<file path="config.mk">
export PLATFORM = sky130hd
export DESIGN_NAME = uart_tx_fifo_flat
export DESIGN_NICKNAME = d
export VERILOG_FILES = /design/src/rtl/uart_pkg.sv /design/src/rtl/uart_tx_fifo_if.sv /design/src/rtl/uart_fifo.sv /design/src/rtl/uart_tx_fifo.sv /design/src/flat_wrapper.sv
export SDC_FILE = /design/constraint.sdc
export NUM_CORES = 1
export LEC_CHECK = 0
export CORE_MARGIN = 5
export CORE_UTILIZATION = 56
export CTS_BUF_LIST = sky130_fd_sc_hd__clkbuf_8 sky130_fd_sc_hd__clkbuf_16
export CTS_CLUSTER_DIAMETER = 150
export DETAILED_ROUTE_END_ITERATION = 8
export PLACE_DENSITY = 0.74
export SLEW_MARGIN = 0
export SYNTH_ARGS = -nofsm -noshare
export SYNTH_HDL_FRONTEND = slang
export SYNTH_SLANG_ARGS = --single-unit
</file>
<file path="constraint.sdc">
create_clock -name clk -period 10 [get_ports clk]
set_input_delay 2 -clock clk [delete_from_list [all_inputs] [get_ports clk]]
set_output_delay 2 -clock clk [all_outputs]
set_load 0.1 [all_outputs]
</file>
<file path="src/rtl/uart_pkg.sv">
// Shared types and constants for the buffered UART transmitter:
// baud divisor table, parity mode and transmitter FSM state encodings.
package uart_pkg;

    localparam int DIV_W = 14;

    // Clocks per 16x oversampling tick at 50 MHz, indexed by baud_select.
    localparam logic [DIV_W-1:0] BAUD_DIV [8] = '{
        14'd10417, 14'd2604, 14'd651, 14'd326,
        14'd163,   14'd81,   14'd54,  14'd27
    };

    typedef enum logic [1:0] {
        PAR_NONE = 2'b00,
        PAR_EVEN = 2'b01,
        PAR_ODD  = 2'b10,
        PAR_MARK = 2'b11
    } parity_mode_t;

    typedef enum logic [2:0] {
        IDLE   = 3'd0,
        START  = 3'd1,
        DATA   = 3'd2,
        PARITY = 3'd3,
        STOP   = 3'd4
    } tx_state_t;

    // odd_ones is the XOR reduction of the data word.
    function automatic logic parity_bit(parity_mode_t mode, logic odd_ones);
        case (mode)
            PAR_EVEN: return odd_ones;
            PAR_ODD:  return !odd_ones;
            PAR_MARK: return 1'b1;
            default:  return 1'b0;
        endcase
    endfunction

endpackage

</file>
<file path="src/rtl/uart_tx_fifo_if.sv">
// Host write port of the buffered UART transmitter.
interface uart_tx_fifo_if #(
    parameter int DATA_W     = 8,
    parameter int FIFO_DEPTH = 16
);
    localparam int LVL_W = $clog2(FIFO_DEPTH) + 1;

    // Tx_WR is a level valid and !Tx_FULL is ready: one word transfers on every
    // edge with Tx_WR=1 and Tx_FULL=0; Tx_WR=1 with Tx_FULL=1 drops the word
    // and pulses Tx_OVERRUN for one cycle.
    logic              Tx_WR;
    logic [DATA_W-1:0] Tx_DATA;
    logic              Tx_FULL;
    logic              Tx_EMPTY;
    logic [LVL_W-1:0]  Tx_LEVEL;
    logic              Tx_OVERRUN;

    modport master (
        output Tx_WR, Tx_DATA,
        input  Tx_FULL, Tx_EMPTY, Tx_LEVEL, Tx_OVERRUN
    );

    modport slave (
        input  Tx_WR, Tx_DATA,
        output Tx_FULL, Tx_EMPTY, Tx_LEVEL, Tx_OVERRUN
    );

endinterface

</file>
<file path="src/rtl/uart_fifo.sv">
// Synchronous show-ahead FIFO: rdata always presents the oldest word.
module uart_fifo #(
    parameter int WIDTH = 8,
    parameter int DEPTH = 16
) (
    input  logic                     clk,
    input  logic                     rst_n,
    input  logic                     push,
    input  logic                     pop,
    input  logic [WIDTH-1:0]         wdata,
    output logic [WIDTH-1:0]         rdata,
    output logic                     full,
    output logic                     empty,
    output logic [$clog2(DEPTH):0]   level,
    output logic                     overrun
);
    localparam int AW = $clog2(DEPTH);
    localparam int CW = AW + 1;
    localparam logic [CW-1:0] FULL_CNT = CW'(DEPTH);

    logic [WIDTH-1:0] mem [DEPTH];
    logic [AW-1:0]    wr_ptr;
    logic [AW-1:0]    rd_ptr;
    logic [CW-1:0]    count;
    logic             do_push;
    logic             do_pop;

    // Fullness is judged before any same-cycle pop, so a write to a full FIFO
    // is always rejected.
    assign do_push = push && !full;
    assign do_pop  = pop && !empty;

    always_ff @(posedge clk or negedge rst_n) begin
        if (!rst_n) begin
            wr_ptr  <= '0;
            rd_ptr  <= '0;
            count   <= '0;
            overrun <= 1'b0;
        end else begin
            if (do_push) wr_ptr <= wr_ptr + AW'(1);
            if (do_pop)  rd_ptr <= rd_ptr + AW'(1);
            count   <= count + CW'(do_push) - CW'(do_pop);
            overrun <= push && full;
        end
    end

    always_ff @(posedge clk) begin
        if (do_push) mem[wr_ptr] <= wdata;
    end

    assign rdata = mem[rd_ptr];
    assign full  = (count == FULL_CNT);
    assign empty = (count == '0);
    assign level = count;

endmodule

</file>
<file path="src/rtl/uart_tx_fifo.sv">
// Buffered UART transmitter: FIFO-fed framer with 16x baud ticks, optional
// parity and 1 or 2 stop bits, sending queued words back-to-back.
module uart_tx_fifo
    import uart_pkg::*;
#(
    parameter int DATA_W     = 8,
    parameter int FIFO_DEPTH = 16,
    parameter int STOP_BITS  = 1
) (
    input  logic              clk,
    input  logic              reset,
    input  logic [2:0]        baud_select,
    input  logic [1:0]        parity_mode,
    input  logic              Tx_EN,
    uart_tx_fifo_if.slave     host,
    output logic              TxD,
    output logic              Tx_BUSY,
    output tx_state_t         tx_state
);
    localparam int IDX_W = $clog2(DATA_W);
    localparam logic [IDX_W-1:0] LAST_IDX = IDX_W'(DATA_W - 1);
    localparam logic STOP_LAST = 1'(STOP_BITS - 1);

    tx_state_t          state, state_d;
    logic [DATA_W-1:0]  fifo_rdata;
    logic               fifo_empty, fifo_full, load;
    logic [DIV_W-1:0]   div_q, tick_cnt;
    logic [3:0]         os_cnt;
    logic [IDX_W-1:0]   bit_idx;
    logic               stop_cnt, par_bit, bit_done, txd_d;
    parity_mode_t       par_q;
    logic [DATA_W-1:0]  shreg, shreg_d;

    uart_fifo #(.WIDTH(DATA_W), .DEPTH(FIFO_DEPTH)) u_fifo (
        .clk     (clk),
        .rst_n   (reset),
        .push    (host.Tx_WR),
        .pop     (load),
        .wdata   (host.Tx_DATA),
        .rdata   (fifo_rdata),
        .full    (fifo_full),
        .empty   (fifo_empty),
        .level   (host.Tx_LEVEL),
        .overrun (host.Tx_OVERRUN)
    );

    assign host.Tx_FULL  = fifo_full;
    assign host.Tx_EMPTY = fifo_empty;
    assign tx_state      = state;
    assign bit_done      = (tick_cnt == div_q) && (os_cnt == 4'hF);

    always_comb begin
        state_d = state;
        load    = 1'b0;
        shreg_d = shreg;
        txd_d   = 1'b1;
        case (state)
            IDLE: if (Tx_EN && !fifo_empty) begin
                state_d = START;
                load    = 1'b1;
            end
            START: if (bit_done) state_d = DATA;
            DATA: if (bit_done) begin
                shreg_d = shreg >> 1;
                if (bit_idx == LAST_IDX) state_d = (par_q == PAR_NONE) ? STOP : PARITY;
            end
            PARITY: if (bit_done) state_d = STOP;
            STOP: if (bit_done && stop_cnt == STOP_LAST) begin
                if (Tx_EN && !fifo_empty) begin
                    state_d = START;
                    load    = 1'b1;
                end else begin
                    state_d = IDLE;
                end
            end
            default: state_d = IDLE;
        endcase
        // TxD is registered from the next state so each bit starts on the edge
        // that ends the previous one.
        case (state_d)
            START:   txd_d = 1'b0;
            DATA:    txd_d = shreg_d[0];
            PARITY:  txd_d = par_bit;
            default: txd_d = 1'b1;
        endcase
    end

    always_ff @(posedge clk or negedge reset) begin
        if (!reset) begin
            state    <= IDLE;
            TxD      <= 1'b1;
            Tx_BUSY  <= 1'b0;
            shreg    <= '0;
            div_q    <= '0;
            par_q    <= PAR_NONE;
            par_bit  <= 1'b0;
            tick_cnt <= '0;
            os_cnt   <= '0;
            bit_idx  <= '0;
            stop_cnt <= 1'b0;
        end else begin
            state   <= state_d;
            TxD     <= txd_d;
            Tx_BUSY <= (state_d != IDLE);
            shreg   <= load ? fifo_rdata : shreg_d;
            if (load) begin
                div_q    <= BAUD_DIV[baud_select] - DIV_W'(1);
                par_q    <= parity_mode_t'(parity_mode);
                par_bit  <= parity_bit(parity_mode_t'(parity_mode), ^fifo_rdata);
                tick_cnt <= '0;
                os_cnt   <= '0;
                bit_idx  <= '0;
                stop_cnt <= 1'b0;
            end else if (state != IDLE) begin
                if (tick_cnt == div_q) begin
                    tick_cnt <= '0;
                    os_cnt   <= os_cnt + 4'd1;
                end else begin
                    tick_cnt <= tick_cnt + DIV_W'(1);
                end
                if (bit_done && state == DATA) bit_idx  <= bit_idx + IDX_W'(1);
                if (bit_done && state == STOP) stop_cnt <= stop_cnt + 1'b1;
            end
        end
    end

endmodule

</file>
<file path="src/flat_wrapper.sv">
// flat-port wrapper written by rule: the top's interface ports become plain ports
module uart_tx_fifo_flat import uart_pkg::*;
#(
    parameter int DATA_W     = 8,
    parameter int FIFO_DEPTH = 16,
    parameter int STOP_BITS  = 1
)
  (clk, reset, baud_select, parity_mode, Tx_EN, TxD, Tx_BUSY, tx_state, host_Tx_WR, host_Tx_DATA, host_Tx_FULL, host_Tx_EMPTY, host_Tx_LEVEL, host_Tx_OVERRUN);
  uart_tx_fifo_if #(.DATA_W(DATA_W), .FIFO_DEPTH(FIFO_DEPTH)) host_i ();
  input  logic clk;
  input  logic reset;
  input  logic [2:0] baud_select;
  input  logic [1:0] parity_mode;
  input  logic Tx_EN;
  output logic TxD;
  output logic Tx_BUSY;
  output tx_state_t tx_state;
  input wire logic [$bits(host_i.Tx_WR)-1:0] host_Tx_WR;
  input wire logic [$bits(host_i.Tx_DATA)-1:0] host_Tx_DATA;
  output wire logic [$bits(host_i.Tx_FULL)-1:0] host_Tx_FULL;
  output wire logic [$bits(host_i.Tx_EMPTY)-1:0] host_Tx_EMPTY;
  output wire logic [$bits(host_i.Tx_LEVEL)-1:0] host_Tx_LEVEL;
  output wire logic [$bits(host_i.Tx_OVERRUN)-1:0] host_Tx_OVERRUN;
  assign host_i.Tx_WR = host_Tx_WR;
  assign host_i.Tx_DATA = host_Tx_DATA;
  assign host_Tx_FULL = host_i.Tx_FULL;
  assign host_Tx_EMPTY = host_i.Tx_EMPTY;
  assign host_Tx_LEVEL = host_i.Tx_LEVEL;
  assign host_Tx_OVERRUN = host_i.Tx_OVERRUN;
  uart_tx_fifo #(.DATA_W(DATA_W), .FIFO_DEPTH(FIFO_DEPTH), .STOP_BITS(STOP_BITS)) u_core (.clk(clk), .reset(reset), .baud_select(baud_select), .parity_mode(parity_mode), .Tx_EN(Tx_EN), .host(host_i), .TxD(TxD), .Tx_BUSY(Tx_BUSY), .tx_state(tx_state));
endmodule
</file>
==> results of run 1 <==
## synth_stat cells (10+ instances only)
| master | number | share of area (%) |
|---|---|---|
| a21oi_1 | 15 | 0.87 |
| a221oi_1 | 14 | 1.4 |
| dfrtp_1 | 65 | 19 |
| edfxtp_1 | 128 | 44 |
| ha_1 | 23 | 3.3 |
| inv_1 | 21 | 0.91 |
| mux2i_1 | 36 | 4.2 |
| mux4_2 | 16 | 4.2 |
| nand2_1 | 64 | 2.8 |
| nand3_1 | 19 | 1.1 |
| nor2_1 | 33 | 1.4 |
| nor3_1 | 10 | 0.58 |
| o21ai_0 | 22 | 1.3 |
| xnor2_1 | 27 | 2.7 |
| xor2_1 | 11 | 1.1 |
## flip-flops by register name, indices dropped and copies added (netlist names)
name / cells
u_core.u_fifo.wr_ptr: 4
u_core.u_fifo.rd_ptr: 4
u_core.stop_cnt: 1
u_core.Tx_BUSY: 1
u_core.u_fifo.level: 5
u_core.tx_state: 3
u_core.u_fifo.mem: 128
u_core.u_fifo.overrun: 1
u_core.par_bit: 1
u_core.div_q: 14
u_core.bit_idx: 3
u_core.os_cnt: 4
u_core.par_q: 2
u_core.shreg: 8
u_core.TxD: 1
u_core.tick_cnt: 14
## worst register-to-register path, cell delays in order, from the launching register on
cell     delay (ps)
dfrtp_1         450
xnor2_1         230
nand4_1         130
nor4_2          550
a31oi_1         180
or2_2           630
inv_1           550
ha_1            200
inv_1            40
ha_1            200
fa_1            410
a21oi_1         160
nor2_1           60
nor2_1          110
xnor2_1         130
## routing by layer
layer	vias up	global-route usage, %	routed length, µm
met5	-	0	0
met4	0	6.50	293
met3	27	4.61	697
met2	123	33.9	8690
met1	2564	26.0	7210
li1	2381	-	-
## cell families after synthesis
family | Yosys count | share of synthesized area (%)
adders and majority gates | 24 | 3.56
xor gates and xnor gates | 38 | 3.85
buffers and inverters | 49 | 3.11
and+or+nand+nor | 166 | 9.00
AOI/OAI and AO/OA | 103 | 8.45
muxes | 53 | 8.46
DFF | 194 | 63.6
## layout make-up
class                   count  area, µm²  area share, %
clock buffers              17        425           4.45
clock inverters            15        123           1.28
inverters                  22       82.6          0.864
multi-input cells         384       2880           30.2
flip-flops and latches    194       5500           57.6
well taps                 188        235           2.46
repair buffers             32        308           3.22
## per-stage QoR
stage	hold WS (ps)	setup slack (ps)	area [µm²]	power (mW)
global placement	462	4660	9000	1.98
detailed placement	464	4570	9000	2.02
global route	500	4710	9550	2.80
finish	483	5010	9550	2.65
CTS	480	5010	9550	2.66
floorplan	446	3140	8650	1.83
## report_power, final
part           switching, mW  internal, mW
combinational          0.535         0.347
clock                  0.314         0.326
sequential             0.116          1.01
## layout by cell type, fill, tap and decap left out, types with 17 or more instances in the layout
cell,instances
mux2i_1,36
nor2_1,33
o21ai_0,22
edfxtp_1,128
clkdlybuf4s50_1,28
ha_1,23
nand2_1,64
dfrtp_1,64
inv_1,22
nand3_1,19
clkbuf_16,17
xnor2_1,27
## how the worst min path moves through the flow
stage	from	to	slack [ps]
global route	u_core.par_q[1]$_DFFE_PN0N_	u_core.par_q[1]$_DFFE_PN0N_	500
finish	u_core.par_q[1]$_DFFE_PN0N_	u_core.par_q[1]$_DFFE_PN0N_	480
detailed placement	u_core.par_q[1]$_DFFE_PN0N_	u_core.par_q[1]$_DFFE_PN0N_	460
global placement	u_core.par_q[1]$_DFFE_PN0N_	u_core.par_q[1]$_DFFE_PN0N_	460
floorplan	u_core.par_q[1]$_DFFE_PN0N_	u_core.par_q[1]$_DFFE_PN0N_	450
CTS	u_core.par_q[1]$_DFFE_PN0N_	u_core.par_q[1]$_DFFE_PN0N_	480
==> results.ini, run 1 <==
[timing]
hold_viol = 0
period_share_pct = 49.9
drv_slew = 0
fin_skew_ps = 11.1
fmaxAchievable_mhz = 200
slew_headroom_pct = 8.06
setup_viol = 0
tns_ps = 0
period_needed_ps = 4990
grt_setup_unrepaired = false
worst_pin_slew_ps = 1370

[run_status]
status = completed

[power]
p_per_area_nw_per_um2 = 277
power.leakage_nw = 3.61
max-vdd-ir-drop_uv = 166

[setup_path]
cp-end-kind = register
cp_num_cells = 13
slowest_stage = or2_2
startpoint = Tx_EN
r2r_slack_ps = 5900
critPathKind = in -> reg
regToRegStartpoint = u_core.tick_cnt[7]$_DFFE_PN0P_
start_kind = primary input
reg2reg_to = u_core.u_fifo.level[4]$_DFF_PN0_
required_ps = 10360
crit_path_end = u_core.u_fifo.level[4]$_DFF_PN0_
reg2regPathDepth = 14
cp.buffers_inverters = 3
cp_top_family = simple AND/OR/NAND/NOR gates
crit_path_max_fanout = 46
crit_chain = clkdlybuf4s50_1 > nor2b_1 > nand2_1 > or2_2 > inv_1 > ha_1 > inv_1 > ha_1 > fa_1 > a21oi_1 > nor2_1 > nor2_1 > xnor2_1
crit_arrival_ps = 5350
max_stage_delay_ps = 640

[floorplan]
dieWidth_um = 134
die_h_um = 134
io_pins = 30
rows = 45
dieArea_um2 = 18000
core_region_area_um2 = 15200
start_util_pct = 56.9

[clocking]
tritoncts = yes
clock_latency_ps = 440
cts_buffer_depth = 2
postCtsHoldBufs = 0
cts.sinks = 194
cts_setup_buffers = 0
cts_resized = 0
cts_root_buf = clkbuf_16
cts_max_level = 4
numCtsBuffers = 17
clk_pin_slew_ps = 70

[synth]
ys_seq_area_share_pct = 63.6
synth_edf_count = 128
synth_fp_nets = 668
synthArstFlopShare_pct = 34.0
synth_area_um2 = 8650
yosys_warnings = 0
syn_avg_cell_area_um2 = 13.8
synth_cell_type_count = 59
ys_ff_latch = 194
synth_ff_type = edfxtp_1
synthCells = 627

[place]
port_buffers = 29
dpl.cell_count = 820
gp_congestion = 0.840
dpl.hpwl_mm = 11.2

[layout]
nets = 692
final_cell_count_no_fill = 852
area_delta_synth_final_pct = 10.5
drive_above_1_share_pct = 8.73
nFillCells = 1107
antennaDiodeCount = 0
fin_util_pct = 62.8

[job]
drv_cap = 0

[global_route]
grt_pass1_wl_mm = 27.4
antenna_found_initial = 0
grt_pass1_vias = 5187
grtUsageTotal_pct = 20.1
gr-total-overflow = 0
grt_max_degree = 67

[min_path]
holdCritPathClass = reg -> reg
hold_path_depth = 2

[routing]
first_iter_violations = 475
wl_per_cell_um = 19.8
drc_errors = 0
routed_wl_mm = 16.9
vias = 5095
ant_nets = 0
first_pass_iters = 5
viasPerCell = 5.98

No activity file was read; power rests on OpenSTA's default activity.
==> run 2, diff against run 1 <==
clock period = 4.9 ns   (was 10 ns; I/O delays follow)
==> run 2 against run 1 <==
Effect of this change: via count is 1.3% higher; global-route usage up 0.44 points; utilization rose by 0.89 points; worst setup slack got worse by 3700 ps; critical path type is now reg -> out; largest power group unchanged.
==> results.ini, run 2 (same netlist as run 1, synthesis figures left out) <==
[timing]
slew_headroom_pct = 14.9
worst_pin_slew_ps = 1270
period_needed_ps = 3610
grt_setup_unrepaired = false
hold_ws_ps = 483
drv_slew = 0
fin_skew_ps = 8.78
tns_ps = 0
setup_viol = 0
period_share_pct = 73.7
hold_viol = 0
fmaxAchievable_mhz = 277
setup_ws_ps = 1290

[min_path]
holdCritPathClass = reg -> reg

[power]
p_per_area_nw_per_um2 = 580
totalPowerFinal_mw = 5.62
max-vdd-ir-drop_uv = 478
power.leakage_nw = 3.68

[layout]
design_area_um2 = 9690
drive_above_1_share_pct = 10.2
layout_commonest_cell = edfxtp_1
reg.largest.list = u_core.u_fifo.mem x128, u_core.div_q x14, u_core.tick_cnt x14
antennaDiodeCount = 0
max_flop_register = u_core.u_fifo.mem
nets = 696
layout.cells.most_common_list = edfxtp_1 (128), nand2_1 (64), dfrtp_1 (64)
area_delta_synth_final_pct = 12.0
largest_reg_flops = 128

[floorplan]
die_h_um = 134
start_util_pct = 56.9
dieWidth_um = 134
dieArea_um2 = 18000
core_region_area_um2 = 15200
io_pins = 30
rows = 45

[clocking]
cts_setup_buffers = 0
tritoncts = yes
clk_pin_slew_ps = 70
numCtsBuffers = 17
cts_max_level = 4
cts_buffer_depth = 2
postCtsHoldBufs = 0
clock_latency_ps = 440
cts.sinks = 194
cts_resized = 0
cts_root_buf = clkbuf_16

[global_route]
grtUsageTotal_pct = 20.5
grt_max_degree = 47
use_met1_pct = 26.9
use_met2_pct = 34.4
grt_busiest_layer = met2
gr-total-overflow = 0
grt_pass1_vias = 5363
grt_pass1_wl_mm = 28.4
grtUsageMet3_pct = 5.03
antenna_found_initial = 0

[setup_path]
cp-end-kind = primary output
required_ps = 3920
cp_top_family = buffers and inverters
crit_path_max_fanout = 3
max_stage_delay_ps = 1210
crit_chain = inv_1 > ha_1 > nor4bb_2 > clkdlybuf4s50_1
crit_arrival_ps = 2630
critPathKind = reg -> out
start_kind = register
slowest_stage = clkdlybuf4s50_1
cp.buffers_inverters = 2

[routing]
wl_per_cell_um = 20.4
vias = 5159
ant_nets = 0
first_pass_iters = 5
viasPerCell = 6.03
drc_errors = 0
first_iter_violations = 478
routed_wl_mm = 17.5

[place]
gp_congestion = 0.885
place_area_um2 = 9060
place_ws_ps = 974
dpl.hpwl_mm = 11.8
port_buffers = 29

[run_status]
status = completed

[job]
drv_cap = 0

run 2: cell count changes in the layout (fill, tap and decap cells not counted):
| cell | previous run | this run |
|---|---|---|
| nor4bb_1 | 1 | 0 |
| nor4b_1 | 1 | 0 |
| bufinv_16 | 0 | 3 |
| nor4bb_2 | 0 | 1 |
| inv_8 | 5 | 6 |
| buf_4 | 3 | 7 |
| inv_1 | 22 | 21 |
| clkinv_2 | 0 | 1 |
| clkinvlp_4 | 1 | 0 |
| nor4b_4 | 0 | 1 |
| clkinv_1 | 4 | 1 |
run 2: layout make-up:
class                   instances  area [µm²]
well taps                     188         235
flip-flops and latches        194        5500
multi-input cells             384        2900
fillers                      1104        5510
clock inverters                15         206
repair buffers                 36         338
clock buffers                  17         425
inverters                      22        82.6
run 2: path summary, 6_finish.rpt:
check                                            startpoint                          endpoint  slack, ps  cells after the start
max                        u_core.u_fifo.level[2]$_DFF_PN0_                      host_Tx_FULL       1290                      4
min                             u_core.par_q[0]$_DFFE_PN0N_       u_core.par_q[0]$_DFFE_PN0N_        480                      2
max reg2reg                 u_core.tick_cnt[10]$_DFFE_PN0P_  u_core.u_fifo.level[4]$_DFF_PN0_       1290                     14
min reg2reg                     u_core.par_q[0]$_DFFE_PN0N_       u_core.par_q[0]$_DFFE_PN0N_        480                      2
max in group asynchronous                             reset              u_core.TxD$_DFF_PN1_       3390                      2
min in group asynchronous                             reset   u_core.u_fifo.overrun$_DFF_PN0_        550                      1
run 2: per-stage QoR:
| stage | utilization [%] | std cells |
|---|---|---|
| 5_1_grt | 63.7 | 856 |
| 4_1_cts | 63.7 | 856 |
| 3_3_place_gp | 59.6 | 824 |
| 2_1_floorplan | - | 627 |
| 3_5_place_dp | 59.6 | 824 |
| 6_report | 63.7 | 856 |
run 2: worst reg2reg max path, cell delays in order (launching register included):
cell	delay, ps
dfrtp_1	440
xnor2_1	200
nand4_1	130
nor4_2	550
a31oi_1	180
or2_2	610
inv_1	180
ha_1	130
inv_1	40
ha_1	200
fa_1	410
a21oi_1	190
nor2_1	60
nor2_1	110
xnor2_1	120
run 2: metal layers:
metal  up-vias  share of wire, %  wire length (µm)
met1      2612                42              7310
met5         -                 0                 0
met3        20               4.6               799
li1       2386                 -                 -
met2       141                52              9100
met4         0               1.5               266
run 2: report_power, final:
group	leakage [nW]	total, mW	internal (mW)	switching, mW
registers	1.98	2.35	2.06	0.285
logic	1.39	1.79	0.721	1.07
clock network	0.314	1.48	0.830	0.653
total	3.68	5.62	3.61	2.01
